--- config.mk ---
export PLATFORM = sky130hd
export DESIGN_NAME = uart_tx_fifo
export DESIGN_NICKNAME = d
export VERILOG_FILES = /design/src/rtl/uart_tx_fifo.sv
export SDC_FILE = /design/constraint.sdc
export NUM_CORES = 1
export LEC_CHECK = 0
export CORE_MARGIN = 2
export CORE_UTILIZATION = 25
export CTS_BUF_LIST = sky130_fd_sc_hd__clkbuf_2 sky130_fd_sc_hd__clkbuf_4 sky130_fd_sc_hd__clkbuf_8
export DETAILED_ROUTE_END_ITERATION = 12
export PLACE_DENSITY = 0.51
export SLEW_MARGIN = 20
export SYNTH_ARGS = -nofsm -noshare
export SYNTH_HDL_FRONTEND = slang
export SYNTH_SLANG_ARGS = --single-unit
--- constraint.sdc ---
create_clock -name clk -period 2.6 [get_ports clk]
set_input_delay 0.52 -clock clk [delete_from_list [all_inputs] [get_ports clk]]
set_output_delay 0.52 -clock clk [all_outputs]
set_load 0.02 [all_outputs]
--- src/rtl/uart_tx_fifo.sv ---
// Byte FIFO feeding an 8N1 UART transmitter for the core's console output.
// The line is registered from the FSM state, so it trails the state by one cycle.
module uart_tx_fifo #(
  parameter int unsigned CLKS_PER_BIT = 868,
  parameter int unsigned FIFO_DEPTH   = 4
) (
  input  logic       clk,
  input  logic       rst_n,
  input  logic       wr_en,
  input  logic [7:0] wr_data,
  output logic       fifo_full,
  output logic       tx_busy,
  output logic       overflow,
  output logic       uart_out
);

  localparam int unsigned AW = $clog2(FIFO_DEPTH);
  localparam int unsigned PW = AW + 1;
  localparam int unsigned CW = (CLKS_PER_BIT > 1) ? $clog2(CLKS_PER_BIT) : 1;

  typedef enum logic [1:0] {S_IDLE, S_START, S_DATA, S_STOP} state_t;

  logic [7:0]    r_mem [FIFO_DEPTH];
  logic [PW-1:0] r_wr_ptr;
  logic [PW-1:0] r_rd_ptr;
  state_t        r_state;
  logic [CW-1:0] r_baud;
  logic [2:0]    r_bit;
  logic [7:0]    r_shift;
  logic          r_busy;
  logic          r_ovf;
  logic          r_uart;

  logic          w_empty;
  logic          w_full;
  logic [PW-1:0] w_count;
  logic          w_baud_last;
  logic          w_can_load;
  logic          w_pop;
  logic          w_push;
  logic          w_idle_nxt;
  logic          w_empty_nxt;

  assign w_empty     = (r_wr_ptr == r_rd_ptr);
  assign w_full      = (r_wr_ptr[AW] != r_rd_ptr[AW]) &&
                       (r_wr_ptr[AW-1:0] == r_rd_ptr[AW-1:0]);
  assign w_count     = r_wr_ptr - r_rd_ptr;
  assign w_baud_last = (r_baud == CW'(CLKS_PER_BIT - 1));
  assign w_can_load  = (r_state == S_IDLE) || ((r_state == S_STOP) && w_baud_last);
  assign w_pop       = w_can_load && !w_empty;
  assign w_push      = wr_en && !w_full;

  // Busy is registered against the post-edge state and FIFO occupancy.
  assign w_idle_nxt  = w_can_load && !w_pop;
  assign w_empty_nxt = ((w_count == PW'(0)) && !w_push) ||
                       ((w_count == PW'(1)) && w_pop && !w_push);

  assign fifo_full = w_full;
  assign tx_busy   = r_busy;
  assign overflow  = r_ovf;
  assign uart_out  = r_uart;

  always_ff @(posedge clk) begin
    if (w_push) r_mem[r_wr_ptr[AW-1:0]] <= wr_data;
  end

  always_ff @(posedge clk or negedge rst_n) begin
    if (!rst_n) begin
      r_wr_ptr <= '0;
      r_rd_ptr <= '0;
      r_state  <= S_IDLE;
      r_baud   <= '0;
      r_bit    <= '0;
      r_shift  <= '0;
      r_busy   <= 1'b0;
      r_ovf    <= 1'b0;
      r_uart   <= 1'b1;
    end else begin
      if (w_push)             r_wr_ptr <= r_wr_ptr + PW'(1);
      if (w_pop)              r_rd_ptr <= r_rd_ptr + PW'(1);
      if (wr_en && w_full)    r_ovf    <= 1'b1;
      r_busy <= !w_idle_nxt || !w_empty_nxt;

      case (r_state)
        S_IDLE: begin
          r_uart <= 1'b1;
          if (w_pop) begin
            r_shift <= r_mem[r_rd_ptr[AW-1:0]];
            r_baud  <= '0;
            r_state <= S_START;
          end
        end
        S_START: begin
          r_uart <= 1'b0;
          if (w_baud_last) begin
            r_baud  <= '0;
            r_bit   <= '0;
            r_state <= S_DATA;
          end else begin
            r_baud <= r_baud + CW'(1);
          end
        end
        S_DATA: begin
          r_uart <= r_shift[0];
          if (w_baud_last) begin
            r_baud  <= '0;
            r_shift <= r_shift >> 1;
            if (r_bit == 3'd7) r_state <= S_STOP;
            else               r_bit   <= r_bit + 3'd1;
          end else begin
            r_baud <= r_baud + CW'(1);
          end
        end
        S_STOP: begin
          r_uart <= 1'b1;
          if (w_baud_last) begin
            r_baud <= '0;
            // Back-to-back frames: reload straight into START with no idle gap.
            if (w_pop) begin
              r_shift <= r_mem[r_rd_ptr[AW-1:0]];
              r_state <= S_START;
            end else begin
              r_state <= S_IDLE;
            end
          end else begin
            r_baud <= r_baud + CW'(1);
          end
        end
        default: r_state <= S_IDLE;
      endcase
    end
  end

endmodule

==> impl_results.md <==
- Crit path required time: between 2 and 3 ns
- Synth Cell Area: roughly 3200 um^2
- Root buf cell: clkbuf_8
- WP data arrival: roughly 2.3 ns
- Total GRT Usage: under 10%
- Worst min path class: reg2reg
- I/O Buffers: 14
- Post-Route Setup TNS: 0 ns
- DIE AREA: between 10000 and 15000 um^2
- H-tree lvl count: 3
- WHS: approximately 0.46 ns
- Ratio of cells with drive above 1 in the final layout: 15.4%
- # IOs: 15
- Clk buf depth: 2
- Pre-CTS WS: ~0.25 ns
- Status: finished, final reports clean
- Area Growth Syn to Fin: 18.4%
- Worst slew pin tran: approximately 0.74 ns
- Sequential area share after synthesis: 54.8%
- DR pass1 iterations: 4
- Setup ws final: between 0.2 and 0.3 ns
- WL/cell: approximately 14 um
- Max Clock Freq: 0.434 GHz
- Clock latency at the later pin of the worst-skew pair: 0.34 ns
- CTS tree: built
- Top cells by area, synth: edfxtp_1, dfrtp_1, ha_1, mux4_2, and2_1
- Iter 0 DRT Violations: between 100 and 150
- Final Wtd Congestion: 0.729
- EDFF count, synth: 32
- Largest net degree at the start of global routing: 33
- YS warnings: 0
- Crit. End Element: flip-flop
- Crit share post-route: ~89%
- Vias in the first global route: between 2000 and 2500
- Footprint of the multi-input gates: between 1000 and 1500 um^2
- Seq cells post-synth: 64
- Grt ovf: 0
- Drt total wl: roughly 6500 um
- Most frequent cells in the layout: edfxtp_1, dfrtp_1, inv_1
- RSZ-0062 raised after global routing: false
- Post-DRT Antenna Nets: 0
- Final layout net count: 301
- Final Hold Viols: 0
- Post-synth cell types: 50
- Antenna cells: 0
- Cell count after synthesis: 253
- Synth top area share: between 20% and 30%
- FF/Latch Area: roughly 1800 um^2
- DR DRC count: 0
- First-pass GRT wire length: roughly 11000 um
- Max-cap viol count: 0
- Critical Path Source Type: flip-flop
- Die Span Y: roughly 120 um
- Critical path peak fanout: 9
- Sink Count: 64
- Starting Density: between 20% and 30%
- Synth async-reset ratio: about half
- Worst Skew: roughly 0.017 ns
- Layout Cells excl Fill: around 450
- Leakage: around 0.0015 uW
- Final setup viols: 0
- Worst vdd ir: 0.420 mV
- Post-synthesis net count: between 200 and 300
- Pwr dens: ~1200 nW/um^2
- Commonest non-fill, non-tap cell in the layout: edfxtp_1
- Clock Pin Slew Worst Setup and Hold Paths: 0.08 ns
- Initial antenna violation count: 0
- Max-Slew Margin vs Limit: between 50% and 60%
- Die Wd: around 120 um
- Cts bufs inserted: 9
- Slew Viols, Final: 0
- Core area: 12600 um^2
- Mean post-synth cell area: 12.7 um^2
- Vias: roughly 2100
- Row cnt: 41
- Power, Total: roughly 4500 uW
- Placed cell count: approximately 440
- DP Wirelength: roughly 4400 um
- Critical path class: reg2reg
- Top_reg_cell synth: edfxtp_1
- Yosys top cell by area: edfxtp_1
- Min Tclk post-route: approximately 2.3 ns
- Vias per Instance: around 4.6
- Final-layout fill cell count: roughly 1300
-- area by class of cell --
class	instances	share of cell area, %
Sequential cell	64	46.2
Multi-Input combinational cell	157	34.1
Timing Repair Buffer	24	5.71
Tap cell	172	5.64
Clock inverter	7	3.28
Clock buffer	9	3.25
Inverter	18	1.77
-- logic make-up (layout without fill, tap and decap cells) --
family / count (synthesis) / count (layout) / synth area share [%]
AND/OR/NAND/NOR: 71 / 71 / 12.9
buffers and inverters: 32 / 58 / 4.86
AO/OA/AOI/OAI: 49 / 49 / 11.4
flip-flops: 64 / 64 / 54.8
adder cells (fa/ha/maj): 16 / 16 / 6.45
XOR/XNOR: 6 / 6 / 1.63
multiplexers: 15 / 15 / 8.01
-- power by group --
part	switching, uW	leakage [uW]	internal, uW
sequential	185	0.000678	1380
combinational	1070	0.000671	808
clock	439	0.000125	649
-- Yosys cell counts, drive strengths merged (4+ instances only) --
cell and instances:
a21oi 5, and2 14, and3 6, buf 9, clkbuf 5, dfrtp 31, edfxtp 32, ha 15
inv 18, mux2i 4, mux4 8, nand2 9, nand3 13, nand4 13, nor2 5, nor3 5
o2111ai 8, o211ai 7, o21ai 11
-- through the flow --
| stage | util, % | instance area [um^2] |
|---|---|---|
| floorplan | - | 3220 |
| CTS | 30.2 | 3810 |
| global route | 30.2 | 3810 |
| global placement | 28.2 | 3560 |
| finish | 30.2 | 3810 |
| detailed placement | 28.2 | 3560 |
-- routing by layer --
metal,GRT usage [%],share of wire [%],vias to the layer above
met5,0,0,-
met4,2.94,1.2,0
met3,2.57,2.9,7
met2,15.7,48,30
met1,13.3,48,1026
li1,-,-,1008
-- repair_timing --
item / in CTS / in global routing
gates resized for setup: 0 / 1
setup buffers: 0 / 0
endpoints found under the setup margin: 0 / 1
hold buffers: 0 / 0
-- critical path, stage by stage, from the launching register on --
cell and delay (ns):
dfrtp_1 0.41, inv_1 0.15, ha_1 0.27, and2_1 0.19, a21boi_1 0.45, and2_1 0.49
-- registers in the layout, indices dropped and copies added, names as in the netlist --
register	cells
r_baud	10
uart_out	1
r_mem	32
r_wr_ptr	3
r_shift	8
tx_busy	1
overflow	1
r_bit	3
r_state	2
r_rd_ptr	3
-- final timing paths --
path	from	end	slack [ns]	depth (start not counted)
worst min-delay path	overflow$_DFFE_PN0P_	overflow$_DFFE_PN0P_	0.46	1
worst max register to register	r_wr_ptr[0]$_DFFE_PN0N_	r_mem[3][3]$_DFFE_PP_	0.29	5
worst min register to register	overflow$_DFFE_PN0P_	overflow$_DFFE_PN0P_	0.46	1
worst max-delay path	r_wr_ptr[0]$_DFFE_PN0N_	r_mem[3][3]$_DFFE_PP_	0.29	5
min in group asynchronous	rst_n	r_baud[9]$_DFFE_PN0P_	0.59	2
max in group asynchronous	rst_n	uart_out$_DFF_PN1_	1.65	2
No activity file was read; power rests on OpenSTA's default activity.
==> RTL edit: new RTL, same flow settings <==
Reset style: synchronous (`rst_n`), changed in one clocked block.
--- a/src/rtl/uart_tx_fifo.sv
+++ b/src/rtl/uart_tx_fifo.sv
@@ -64,7 +64,7 @@
     if (w_push) r_mem[r_wr_ptr[AW-1:0]] <= wr_data;
   end
 
-  always_ff @(posedge clk or negedge rst_n) begin
+  always_ff @(posedge clk) begin
     if (!rst_n) begin
       r_wr_ptr <= '0;
       r_rd_ptr <= '0;
Check against the original RTL: differs if rst_n is asserted again (counterexample within 4 cycles, from zero or initial values and one cycle with rst_n low); with rst_n held inactive, the same outputs for 10 cycles.
==> RTL edit against the original RTL <==
- sequential cell count grew 2
- sequential power down 14%
- critical path depth unchanged
- area after synthesis shrank 7.0%
- clock power shrank 20%
- utilization rose by 0.083 points
- worst hold slack better by 3.2 ps
- total power fell by 24%
- combinational power decreased by 36%
- final area shrank 8.1%
- wire length fell by 11%
- clock skew is 1.3 ps lower
- worst setup slack worse by 40 ps
- critical endpoint is now r_shift[6]$_SDFFE_PN0P_
==> RTL edit: results (changes against the original RTL) <==
metric;value;unit;change
status;finished clean;;
commonest cells in the synthesized netlist;dfxtp_1, edfxtp_1, a21oi_1, nor2_1, ha_1;;
worst hold path endpoint;r_bit[1]$_SDFFE_PN0P_;;
hpwl dp;3990;µm;-9.1%
Net Count, Synth;274;;-2.1%
number of global-route vias before repair;1870;;-8.4%
largest net degree at the start of global routing;16;;-52%
WHS;465;ps;+3.24 ps
synth top area cells;edfxtp_1, dfxtp_1, ha_1;;
Worst path max stage delay;550;ps;+60 ps
Total Wirelength;5790;µm;-11%
max reg flops;32;;unchanged
pre-CTS setup slack;305;ps;+55.1 ps
CP max stage cell;or4_4;;
met3 Usage GRT;2.76;%;+0.20 points
Post-synth ARST share;0;%;-50 points
GRT met2 Usage;13.5;%;-2.1 points
first-pass GRT wire length;9520;µm;-13%
Final GP Congestion;0.798;;+9.5%
r2r endpoint;r_shift[6]$_SDFFE_PN0P_;;
Iter 0 DRT Violations;92;;-19%
met1 Use GR;13.3;%;-0.015 points
pin slew with the least headroom to its limit;565;ps;-176 ps
post-DR vias/cell;4.60;;+0.15%
# nets final;293;;-2.7%
VDD IR max;0.000307;V;-27%
Netlist cell types;47;;-6.0%
layout cell share with drive strength beyond 1;13.3;%;-2.1 points
main flop type after synthesis;dfxtp_1;;
sequential fraction of the synthesis area;54.8;%;+0.066 points
Reg-to-Reg Start;r_baud[3]$_SDFFE_PN0P_;;
Clock Skews;15.7;ps;-1.31 ps
critical path arrival;2600;ps;+310 ps
Inst Count DP;398;;-8.5%
Post-Place Cell Area;3300;µm²;-7.3%
CP Max Fanout;15;;+6
synthesized area per cell;12.1;µm²;-4.7%
Total GRT Usage;9.57;%;-0.31 points
Port Buffer Count;14;;unchanged
HP Start;r_bit[1]$_SDFFE_PN0P_;;
Core ar.;11600;µm²;-8.4%
hold path cells;2;;+1
Routed WL per cell;14.0;µm;-2.8%
-- RTL edit: cell count changes in the layout (fill, tap and decap cells not counted), sizes merged, moves of 9 or more --
cell,change
dfxtp,+34
dfrtp,-31
a21oi,+14
nor2,+13
nand4,-12
and2,-9
-- RTL edit: kinds of logic (layout without fill, tap and decap cells) --
logic type	count (synthesis)	after routing	share of synthesized area, %
AOI/OAI and AO/OA	53	53	12.4
DFF	66	66	54.8
xor gates and xnor gates	5	5	1.46
buffers and inverters	25	49	3.76
muxes	18	18	9.36
adders and majority gates	16	16	6.94
and+or+nand+nor	64	64	11.2
-- RTL edit: through the flow --
step | util, % | power [mW]
finish | 30.3 | 3.43
global route | 30.3 | 3.67
CTS | 30.3 | 3.47
detailed placement | 28.6 | 2.58
global placement | 28.6 | 2.57
floorplan | - | 2.25
-- RTL edit: power by group --
| part | total, mW | internal, mW | switching (mW) | leakage (nW) |
|---|---|---|---|---|
| Sequential | 1.34 | 1.23 | 0.117 | 0.571 |
| Combinational | 1.21 | 0.515 | 0.694 | 0.560 |
| Clock | 0.875 | 0.448 | 0.426 | 0.100 |
-- RTL edit: repair_timing --
item,CTS,global route
setup endpoints to repair,0,1
hold buffers,0,0
gates resized for setup,0,1
-- RTL edit: cell type report --
class / count / area [µm²]
Tap cell: 143 / 179
Sequential cell: 66 / 1640
Fill cell: 1184 / 8060
Clock inverter: 7 / 75.1
Clock buffer: 9 / 124
Multi-Input combinational cell: 156 / 1240
Inverter: 11 / 41.3
Timing Repair Buffer: 22 / 203
-- RTL edit: worst max-delay path, delay by kind of cell, from the launching register on --
family          cells  cell delay, ps
simple gates        2            1090
flops               1             380
compound gates      3             770
-- RTL edit: worst max-delay path by stage --
| stage | slack [ps] | start | end | cells after the start |
|---|---|---|---|---|
| 3_3_place_gp | 320 | r_baud[3]$_SDFFE_PN0P_ | r_state[0]$_SDFFE_PN0P_ | 5 |
| 5_1_grt | 100 | r_baud[3]$_SDFFE_PN0P_ | r_shift[5]$_SDFFE_PN0P_ | 5 |
| 6_report | 250 | r_baud[3]$_SDFFE_PN0P_ | r_shift[6]$_SDFFE_PN0P_ | 5 |
| 4_1_cts | 40 | r_wr_ptr[0]$_SDFFE_PN0P_ | fifo_full | 5 |
| 3_5_place_dp | 300 | r_baud[3]$_SDFFE_PN0P_ | r_state[0]$_SDFFE_PN0P_ | 5 |
| 2_1_floorplan | 280 | r_baud[3]$_SDFFE_PN0P_ | r_state[0]$_SDFFE_PN0P_ | 7 |
-- RTL edit: routing by layer --
| layer | vias up | share of wire, % | wire length, µm |
|---|---|---|---|
| met2 | 31 | 42 | 2460 |
| li1 | 964 | - | - |
| met1 | 897 | 52 | 3040 |
| met4 | 0 | 2.3 | 134 |
| met3 | 12 | 2.8 | 162 |
| met5 | - | 0 | 0 |
